$ cat config.mk
export PLATFORM = sky130hd
export DESIGN_NAME = tmds_word_aligner
export DESIGN_NICKNAME = d
export VERILOG_FILES = /design/src/rtl/tmds_word_aligner_pkg.sv /design/src/rtl/tmds_bit_window.sv /design/src/rtl/tmds_word_aligner.sv
export SDC_FILE = /design/constraint.sdc
export NUM_CORES = 1
export LEC_CHECK = 0
export ABC_AREA = 1
export CELL_PAD_IN_SITES_DETAIL_PLACEMENT = 0
export CELL_PAD_IN_SITES_GLOBAL_PLACEMENT = 1
export CORE_ASPECT_RATIO = 1.1
export CORE_MARGIN = 5
export CORE_UTILIZATION = 46
export DETAILED_ROUTE_END_ITERATION = 16
export GPL_ROUTABILITY_DRIVEN = 0
export GPL_TIMING_DRIVEN = 0
export PLACE_DENSITY = 0.9
export SLEW_MARGIN = 20
export SYNTH_ARGS = -nofsm -noshare
export SYNTH_HDL_FRONTEND = slang
export SYNTH_SLANG_ARGS = --single-unit
$ cat constraint.sdc
create_clock -name clk_px -period 3.71 [get_ports clk_px]
set_input_delay 0.742 -clock clk_px [delete_from_list [all_inputs] [get_ports clk_px]]
set_output_delay 0.742 -clock clk_px [all_outputs]
set_load 0.05 [all_outputs]
$ cat src/rtl/tmds_word_aligner_pkg.sv
// Shared TMDS receive definitions: control tokens, aligner state encoding and
// small helpers used by the word aligner and its window sub-module.
package tmds_word_aligner_pkg;

  localparam int SYM_W = 10;
  localparam int OFF_W = 4;
  localparam int PAIR_W = 2 * SYM_W;
  localparam logic [OFF_W-1:0] OFF_MAX = 4'd9;

  // The four DVI/HDMI control-period tokens, as the encoder emits them.
  localparam logic [SYM_W-1:0] TOK_CTL0 = 10'h354;
  localparam logic [SYM_W-1:0] TOK_CTL1 = 10'h0AB;
  localparam logic [SYM_W-1:0] TOK_CTL2 = 10'h154;
  localparam logic [SYM_W-1:0] TOK_CTL3 = 10'h2AB;

  typedef enum logic {
    SEARCH = 1'b0,
    LOCKED = 1'b1
  } state_e;

  // Counter width for a counter that runs 0..limit-1; never narrower than one bit.
  function automatic int cnt_w(input int limit);
    return (limit > 1) ? $clog2(limit) : 1;
  endfunction

  function automatic logic is_ctrl_token(input logic [SYM_W-1:0] w);
    return (w == TOK_CTL0) || (w == TOK_CTL1) || (w == TOK_CTL2) || (w == TOK_CTL3);
  endfunction

endpackage

$ cat src/rtl/tmds_bit_window.sv
// Selects a 10-bit symbol window out of two consecutive deserialized words.
// Bit 0 of the pair is the earliest received bit; offset_i picks the first bit.
module tmds_bit_window
  import tmds_word_aligner_pkg::*;
(
  input  logic [SYM_W-1:0] raw_i,
  input  logic [SYM_W-1:0] raw_prev_i,
  input  logic [OFF_W-1:0] offset_i,
  output logic [SYM_W-1:0] win_o
);

  logic [PAIR_W-1:0] pair;

  assign pair = {raw_i, raw_prev_i};

  // Explicit decode keeps the select in range for the unused offsets 10..15.
  always_comb begin
    win_o = pair[9:0];
    case (offset_i)
      4'd0:    win_o = pair[9:0];
      4'd1:    win_o = pair[10:1];
      4'd2:    win_o = pair[11:2];
      4'd3:    win_o = pair[12:3];
      4'd4:    win_o = pair[13:4];
      4'd5:    win_o = pair[14:5];
      4'd6:    win_o = pair[15:6];
      4'd7:    win_o = pair[16:7];
      4'd8:    win_o = pair[17:8];
      4'd9:    win_o = pair[18:9];
      default: win_o = pair[9:0];
    endcase
  end

endmodule

$ cat src/rtl/tmds_word_aligner.sv
// TMDS receive word aligner: hunts for control-token runs across the ten bit
// offsets, holds lock while tokens keep appearing, emits aligned symbols.
module tmds_word_aligner
  import tmds_word_aligner_pkg::*;
#(
  parameter int RUN_LEN        = 8,
  parameter int SEARCH_TIMEOUT = 4096,
  parameter int LOSS_TIMEOUT   = 8192
) (
  input  logic             clk_px,
  input  logic             reset,
  input  logic [SYM_W-1:0] raw,
  output logic [SYM_W-1:0] cmd,
  output logic             locked,
  output logic [OFF_W-1:0] offset,
  output logic             lock_lost
);

  localparam int RUN_W    = cnt_w(RUN_LEN);
  localparam int SEARCH_W = cnt_w(SEARCH_TIMEOUT);
  localparam int LOSS_W   = cnt_w(LOSS_TIMEOUT);

  localparam logic [RUN_W-1:0]    RUN_LAST    = RUN_W'(RUN_LEN - 1);
  localparam logic [SEARCH_W-1:0] SEARCH_LAST = SEARCH_W'(SEARCH_TIMEOUT - 1);
  localparam logic [LOSS_W-1:0]   LOSS_LAST   = LOSS_W'(LOSS_TIMEOUT - 1);

  state_e               state_q, state_d;
  logic [SYM_W-1:0]     raw_prev_q;
  logic [SYM_W-1:0]     cmd_q;
  logic [OFF_W-1:0]     offset_q, offset_d;
  logic [RUN_W-1:0]     run_q, run_d;
  logic [SEARCH_W-1:0]  search_q, search_d;
  logic [LOSS_W-1:0]    loss_q, loss_d;
  logic                 lock_lost_q, lock_lost_d;

  logic [SYM_W-1:0]     win;
  logic                 tok;

  tmds_bit_window u_window (
    .raw_i      (raw),
    .raw_prev_i (raw_prev_q),
    .offset_i   (offset_q),
    .win_o      (win)
  );

  assign tok = is_ctrl_token(win);

  always_comb begin
    state_d     = state_q;
    offset_d    = offset_q;
    run_d       = run_q;
    search_d    = search_q;
    loss_d      = loss_q;
    lock_lost_d = 1'b0;
    case (state_q)
      SEARCH: begin
        if (tok && (run_q == RUN_LAST)) begin
          // Lock takes priority over a slip due in the same cycle.
          state_d  = LOCKED;
          run_d    = '0;
          search_d = '0;
          loss_d   = '0;
        end else begin
          run_d = tok ? run_q + 1'b1 : '0;
          if (search_q == SEARCH_LAST) begin
            offset_d = (offset_q == OFF_MAX) ? '0 : offset_q + 4'd1;
            search_d = '0;
            run_d    = '0;
          end else begin
            search_d = search_q + 1'b1;
          end
        end
      end
      LOCKED: begin
        if (tok) begin
          loss_d = '0;
        end else if (loss_q == LOSS_LAST) begin
          // Offset is kept: the link most likely comes back at the same phase.
          state_d     = SEARCH;
          lock_lost_d = 1'b1;
          run_d       = '0;
          search_d    = '0;
          loss_d      = '0;
        end else begin
          loss_d = loss_q + 1'b1;
        end
      end
    endcase
  end

  always_ff @(posedge clk_px or posedge reset) begin
    if (reset) begin
      state_q     <= SEARCH;
      raw_prev_q  <= '0;
      cmd_q       <= '0;
      offset_q    <= '0;
      run_q       <= '0;
      search_q    <= '0;
      loss_q      <= '0;
      lock_lost_q <= 1'b0;
    end else begin
      state_q     <= state_d;
      raw_prev_q  <= raw;
      cmd_q       <= win;
      offset_q    <= offset_d;
      run_q       <= run_d;
      search_q    <= search_d;
      loss_q      <= loss_d;
      lock_lost_q <= lock_lost_d;
    end
  end

  assign cmd       = cmd_q;
  assign locked    = (state_q == LOCKED);
  assign offset    = offset_q;
  assign lock_lost = lock_lost_q;

endmodule
==> results of run 1 <==
## cell usage in the layout, fill, tap and decap left out, drive strengths merged
cell type / instances
nor3: 3
dfrtp: 54
a22o: 1
ha: 4
a221oi: 1
nor4: 3
o31ai: 1
clkdlybuf4s50: 27
clkinv: 3
inv: 44
buf: 15
clkbuf: 15
and3: 2
nor2: 66
nand3b: 4
nand3: 108
nor3b: 1
a21oi: 1
xor2: 9
or2: 7
nand4: 20
a2111oi: 1
o21ai: 30
nand2: 140
## layout make-up
cell class	count	area (um2)
clock inverters	3	18.77
multi-input cells	402	1938
plain buffers	25	140.1
flip-flops and latches	54	1351
fillers	771	3467
clock buffers	5	68.82
well taps	105	131.4
inverters	44	170.2
repair buffers	27	270.3
## metrics by stage
stage          setup slack [ns]  hold WS, ns  cells
3_5_place_dp             0.5473       0.4950    657
4_1_cts                  0.8756       0.5154    665
5_1_grt                  0.7335       0.5530    665
6_report                 0.8863       0.5163    665
3_3_place_gp             0.5520       0.4871    657
2_1_floorplan             1.346       0.4649    525
## per-layer routing
metal	GRT usage, %	routed length, um	up-vias
met5	0	0	-
met4	9.556	334	0
met3	2.993	564	27
met2	37.66	4787	136
met1	28.17	4332	1677
li1	-	-	1794
## critical path: stages
cell             delay [ns]
clkdlybuf4s50_1        0.48
clkbuf_1               0.38
nand3_1                0.18
nand2_1                0.10
nor2_1                 0.04
nand4_1                0.15
nand2_1                0.08
nor2_1                 0.16
nand3_2                0.13
nand2_4                0.12
nand2_2                0.07
nand2_1                0.08
buf_4                  0.19
o21ai_1                0.09
## where the power goes
group          leakage (nW)  switching (W)  internal [W]  total [W]
logic                  1.29      0.0000631     0.0000280  0.0000911
registers             0.689     0.00000566      0.000599   0.000605
clock network        0.0483       0.000207      0.000134   0.000341
## path summary, 6_finish.rpt
kind	slack, ns	startpoint	end
setup / recovery	0.89	raw[0]	loss_q[5]
hold / removal	0.52	run_q[0]	run_q[0]
setup reg to reg	1.03	offset[1]	loss_q[5]
hold reg to reg	0.52	run_q[0]	run_q[0]
max in group asynchronous	2.37	reset	raw_prev_q[5]
min in group asynchronous	0.88	reset	cmd[5]
## registers in the layout, indices dropped and copies added (netlist names)
name / cells
cmd: 10
lock_lost: 1
locked: 1
loss_q: 13
offset: 4
raw_prev_q: 10
run_q: 3
search_q: 12
## cell families after synthesis
| family | Yosys count | synth area share, % |
|---|---|---|
| compound gates | 35 | 5.357 |
| fa+ha+maj | 4 | 1.391 |
| flops | 54 | 37.57 |
| simple gates | 354 | 44.94 |
| buf+inv | 69 | 8.556 |
| xor+xnor | 9 | 2.191 |
==> out/qor.txt, run 1 <==
gate count of the mapped netlist: 525
final core occ: 54.11%
CTS clock-pin slew for the worst setup and hold paths: 0.11 ns
top post-synthesis cells by count: nand2_1, nand3_1, nor2_1
Hold-fix buffers, CTS: 0
critical path class: in2reg
f_max: 0.3541 GHz
DRC: 0
Seq/Total Area, Yosys: 37.57%
DRT Pass-1 Iters: 6
Crit Path Max Fanout: 10
reg2reg path depth: 14
Synth area leaders: dfrtp_1, nand3_1, nand2_1, nor2_1, inv_1
Clk Latency, worst-skew pair: 0.31 ns
Initial Utilization: 47.61%
status: complete, no violations
total chip power: 0.001037 W
global route overflow: 0
DR iter-0 viols: 258
first-pass GRT wire length: 16,990 um
CTS sink count: 54
synthesized flop and latch total: 54
post-synth top area cell: dfrtp_1
Die Ht: 102.7 um
fin area: 0.004089 mm2
TritonCTS buffer count: 5
Final Setup Violations: 0
syn_nets: 541
Via density: 5.465
Global Route Usage Sum: 22.10%
site row count: 33
Vias: 3,634
antenna-violating nets left: 0
Fin Setup TNS: 0 ns
Max Cap Viol: 0
RSZ-0062 raised after global routing: no
Layout Area Growth over Synthesis: 13.67%
Root Driver: clkbuf_8
Synth cell types: 36
cts repair resizes: 0
Worst Skew: 0.01221 ns
setup repair bufs after CTS: 0
Synth top area share: 37.57%
Placed Area: 0.004001 mm2
Hold Crit Depth: 1
most frequently used flop master after synthesis: dfrtp_1
Post-Syn Area: 0.003597 mm2
Worst VDD drop: 0.1425 mV
most common cell in the netlist: nand2_1
crit path DAT: 3.01 ns
vias in the first global route: 3,514
Net count, final: 575
IO Pins: 28
share of layout cells above drive strength 1: 8.036%
Synth Warn #: 0
LEAKAGE: 2.032 nW
CTS tree: built
Post-DP HPWL: 7134 um
pwr/cell area: 253.6 mW/mm2
nature of the critical path startpoint: primary input
ys async rst share: 100.0%
crit end category: flop
IO Port Bufs: 27
max_slew headroom: 54.83%
Core Box Area: 0.007556 mm2
max-slew violations: 0
wire per inst: 15.06 um
Syn Area/Cell: 6.852 um2
Final min period: 2.824 ns
H-tree levels: 2
final hold vios: 0
Tcrit/Tclk final: 76.11%
worst-margin pin slew: 0.6775 ns
Antenna Cells: 0
critical path required time: 3.90 ns
Post-synth EDFFs: 0
Die X: 94.32 um
Die ar.: 0.009690 mm2
CTS Buffer Depth: 2
initial antenna violation count: 0
worst min path class: reg2reg
final wirelength: 10,020 um
largest net degree at the start of global routing: 55
Power figures use the tool's default switching activity.
==> run 2, diff against run 1 <==
--- a/config.mk
+++ b/config.mk
@@ -10,11 +10,11 @@
 export CELL_PAD_IN_SITES_GLOBAL_PLACEMENT = 1
 export CORE_ASPECT_RATIO = 1.1
 export CORE_MARGIN = 5
-export CORE_UTILIZATION = 46
+export CORE_UTILIZATION = 42
 export DETAILED_ROUTE_END_ITERATION = 16
 export GPL_ROUTABILITY_DRIVEN = 0
 export GPL_TIMING_DRIVEN = 0
-export PLACE_DENSITY = 0.9
+export PLACE_DENSITY = 0.84
 export SLEW_MARGIN = 20
 export SYNTH_ARGS = -nofsm -noshare
 export SYNTH_HDL_FRONTEND = slang
==> constraint.sdc (replaced) <==
create_clock -name clk_px -period 2.9 [get_ports clk_px]
set_input_delay 0.58 -clock clk_px [delete_from_list [all_inputs] [get_ports clk_px]]
set_output_delay 0.58 -clock clk_px [all_outputs]
set_load 0.05 [all_outputs]
==> run 2 against run 1 <==
Flip-flop and latch count stayed put. Sequential power is 28% higher. Non-clock buffer count stayed put. Worst hold slack better by 0.0062 ns. Worst setup slack worse by 0.76 ns. Via count is 0.25% lower. First-iteration DRC count is 32% lower. Register-to-register slack worse by 0.83 ns. Design area is 1.0% higher. Sequential share of layout area is 0.33 points lower. Combinational power is 28% higher. Clock power is 62% higher. Critical path type unchanged. Critical endpoint is now search_q[8].
==> out/qor.txt, run 2 (same netlist as run 1, synthesis figures left out) <==
status: complete, no violations (unchanged)
RSZ-0062 raised after global routing: no (unchanged)
nature of the critical path startpoint: primary input (unchanged)
critical path required time: 3.10 ns (was 3.90 ns)
Placed Area: 0.004009 mm2 (was 0.004001 mm2)
cts repair resizes: 0 (unchanged)
largest net degree at the start of global routing: 55 (unchanged)
commonest non-fill, non-tap cell in the layout: nand2_1 (unchanged)
site row count: 35 (was 33)
antenna-violating nets left: 0 (unchanged)
DR iter-0 viols: 176 (was 258)
Vias: 3,625 (was 3,634)
IO Pins: 28 (unchanged)
Hold Crit Depth: 1 (unchanged)
Die Ht: 107.1 um (was 102.7 um)
worst min path class: reg2reg (unchanged)
share of layout cells above drive strength 1: 8.036% (unchanged)
Clk Latency, worst-skew pair: 0.31 ns (about the same)
crit end category: flop (unchanged)
Root Driver: clkbuf_8 (unchanged)
CTS sink count: 54 (unchanged)
critical path class: in2reg (unchanged)
final wirelength: 10,250 um (was 10,020 um)
CP bufs+invs: 3 (unchanged)
CTS clock-pin slew for the worst setup and hold paths: 0.11 ns (about the same)
final core occ: 49.38% (was 54.11%)
worst-margin pin slew: 0.6735 ns (was 0.6775 ns)
Crit-path slowest cell: clkdlybuf4s50_1 (unchanged)
Max Cap Viol: 0 (unchanged)
pwr/cell area: 349.7 mW/mm2 (was 253.6 mW/mm2)
Tcrit/Tclk final: 95.51%
Global Route Usage Sum: 20.38% (was 22.10%)
commonest cells after routing, fill and taps aside: nand2_1, nand3_1, nor2_1 (unchanged)
Crit Path Max Fanout: 10 (unchanged)
Via density: 5.402 (was 5.465)
Regs by FF count: loss_q x13, search_q x12 (unchanged)
Core Box Area: 0.008364 mm2 (was 0.007556 mm2)
wire per inst: 15.27 um (was 15.06 um)
DRC: 0 (unchanged)
DRT Pass-1 Iters: 5 (was 6)
initial antenna violation count: 0 (unchanged)
Die X: 98.24 um (was 94.32 um)
Die ar.: 0.01052 mm2 (was 0.009690 mm2)
final hold vios: 0 (unchanged)
Final min period: 2.770 ns
CP Depth: 14 (unchanged)
first-pass GRT wire length: 17,440 um (was 16,990 um)
Initial Utilization: 43.01% (was 47.61%)
TritonCTS buffer count: 5 (unchanged)
Final Setup Violations: 0 (unchanged)
most used cell, CP: nand2_1 (unchanged)
Hold-fix buffers, CTS: 0 (unchanged)
Post-DP HPWL: 7361 um (was 7134 um)
CTS tree: built (unchanged)
crit-path leading delay family: simple AND/OR/NAND/NOR gates (unchanged)
LEAKAGE: 2.045 nW (was 2.032 nW)
vias in the first global route: 3,535 (was 3,514)
max_slew headroom: 55.10% (was 54.83%)
f_max: 0.3610 GHz
Worst Skew: 0.01091 ns (was 0.01221 ns)
max-slew violations: 0 (unchanged)
Largest Register: loss_q (unchanged)
max reg flops: 13 (unchanged)
H-tree levels: 2 (unchanged)
reg2reg path depth: 14 (unchanged)
Worst VDD drop: 0.2617 mV (was 0.1425 mV)
global route overflow: 0 (unchanged)
R2R setup slack: 0.20 ns (was 1.03 ns)
fin area: 0.004130 mm2 (was 0.004089 mm2)
Net count, final: 575 (unchanged)
IO Port Bufs: 27 (unchanged)
CTS Buffer Depth: 2 (unchanged)
Antenna Cells: 0 (unchanged)
Layout Area Growth over Synthesis: 14.82% (was 13.67%)
setup repair bufs after CTS: 0 (unchanged)
crit path DAT: 2.97 ns (was 3.01 ns)
Fill cells: 858 (was 771)
CP cell instances: clkdlybuf4s50_1 -> clkbuf_1 -> nand3_1 -> nand2_1 -> nor2_1 -> nand4_1 -> nand2_1 -> nor2_1 -> nand3_2 -> nand2_4 -> nand2_2 -> buf_2 -> nand3b_1 -> nand2_1 (was clkdlybuf4s50_1 -> clkbuf_1 -> nand3_1 -> nand2_1 -> nor2_1 -> nand4_1 -> nand2_1 -> nor2_1 -> nand3_2 -> nand2_4 -> nand2_2 -> nand2_1 -> buf_4 -> o21ai_1)
biggest cell delay along the critical path: 0.48 ns (about the same)
==> run 2: power breakdown <==
group | internal (W) | switching, W | leakage [nW]
Combinational | 0.0000358 | 0.0000811 | 1.29
Clock | 0.000285 | 0.000269 | 0.0618
Sequential | 0.000766 | 0.00000739 | 0.689
Total | 0.00109 | 0.000357 | 2.05
==> run 2: final timing paths <==
kind,start,to
max in group asynchronous,reset,offset[3]
min in group asynchronous,reset,cmd[1]
worst max register to register,offset[0],search_q[8]
worst max-delay path,raw[0],search_q[8]
worst min register to register,run_q[0],run_q[0]
worst min-delay path,run_q[0],run_q[0]
==> run 2: layout make-up <==
class                   instances  area, um2  share of cell area (%)
multi-input cells             402       1938                   46.93
flip-flops and latches         54       1351                   32.72
well taps                     111      138.9                   3.363
clock inverters                 2      38.79                  0.9391
repair buffers                 27      270.3                   6.543
plain buffers                  25      140.1                   3.393
clock buffers                   6      82.58                   1.999
inverters                      44      170.2                   4.120
==> run 2: through the flow <==
step / hold slack [ns] / power, W / setup TNS [ns] / std cells / setup slack, ns
final: 0.5225 / 0.001444 / 0 / 671 / 0.1301
after global routing: 0.5536 / 0.001504 / 0 / 671 / 0.008491
after CTS: 0.5344 / 0.001462 / 0 / 671 / 0.1629
after floorplan: 0.4649 / 0.0008504 / 0 / 525 / 0.5360
after detailed placement: 0.5158 / 0.0009067 / -3.917 / 663 / -0.1713
after global placement: 0.4888 / 0.0009063 / -5.380 / 663 / -0.1366
==> run 2: layer usage <==
metal	vias up	routed length [um]	GRT usage, %	share of wire [%]
met5	-	0	0	0
met4	0	327	8.683	3.2
met3	26	760	3.188	7.4
met2	135	5013	34.58	49
met1	1660	4144	25.79	40
li1	1804	-	-	-
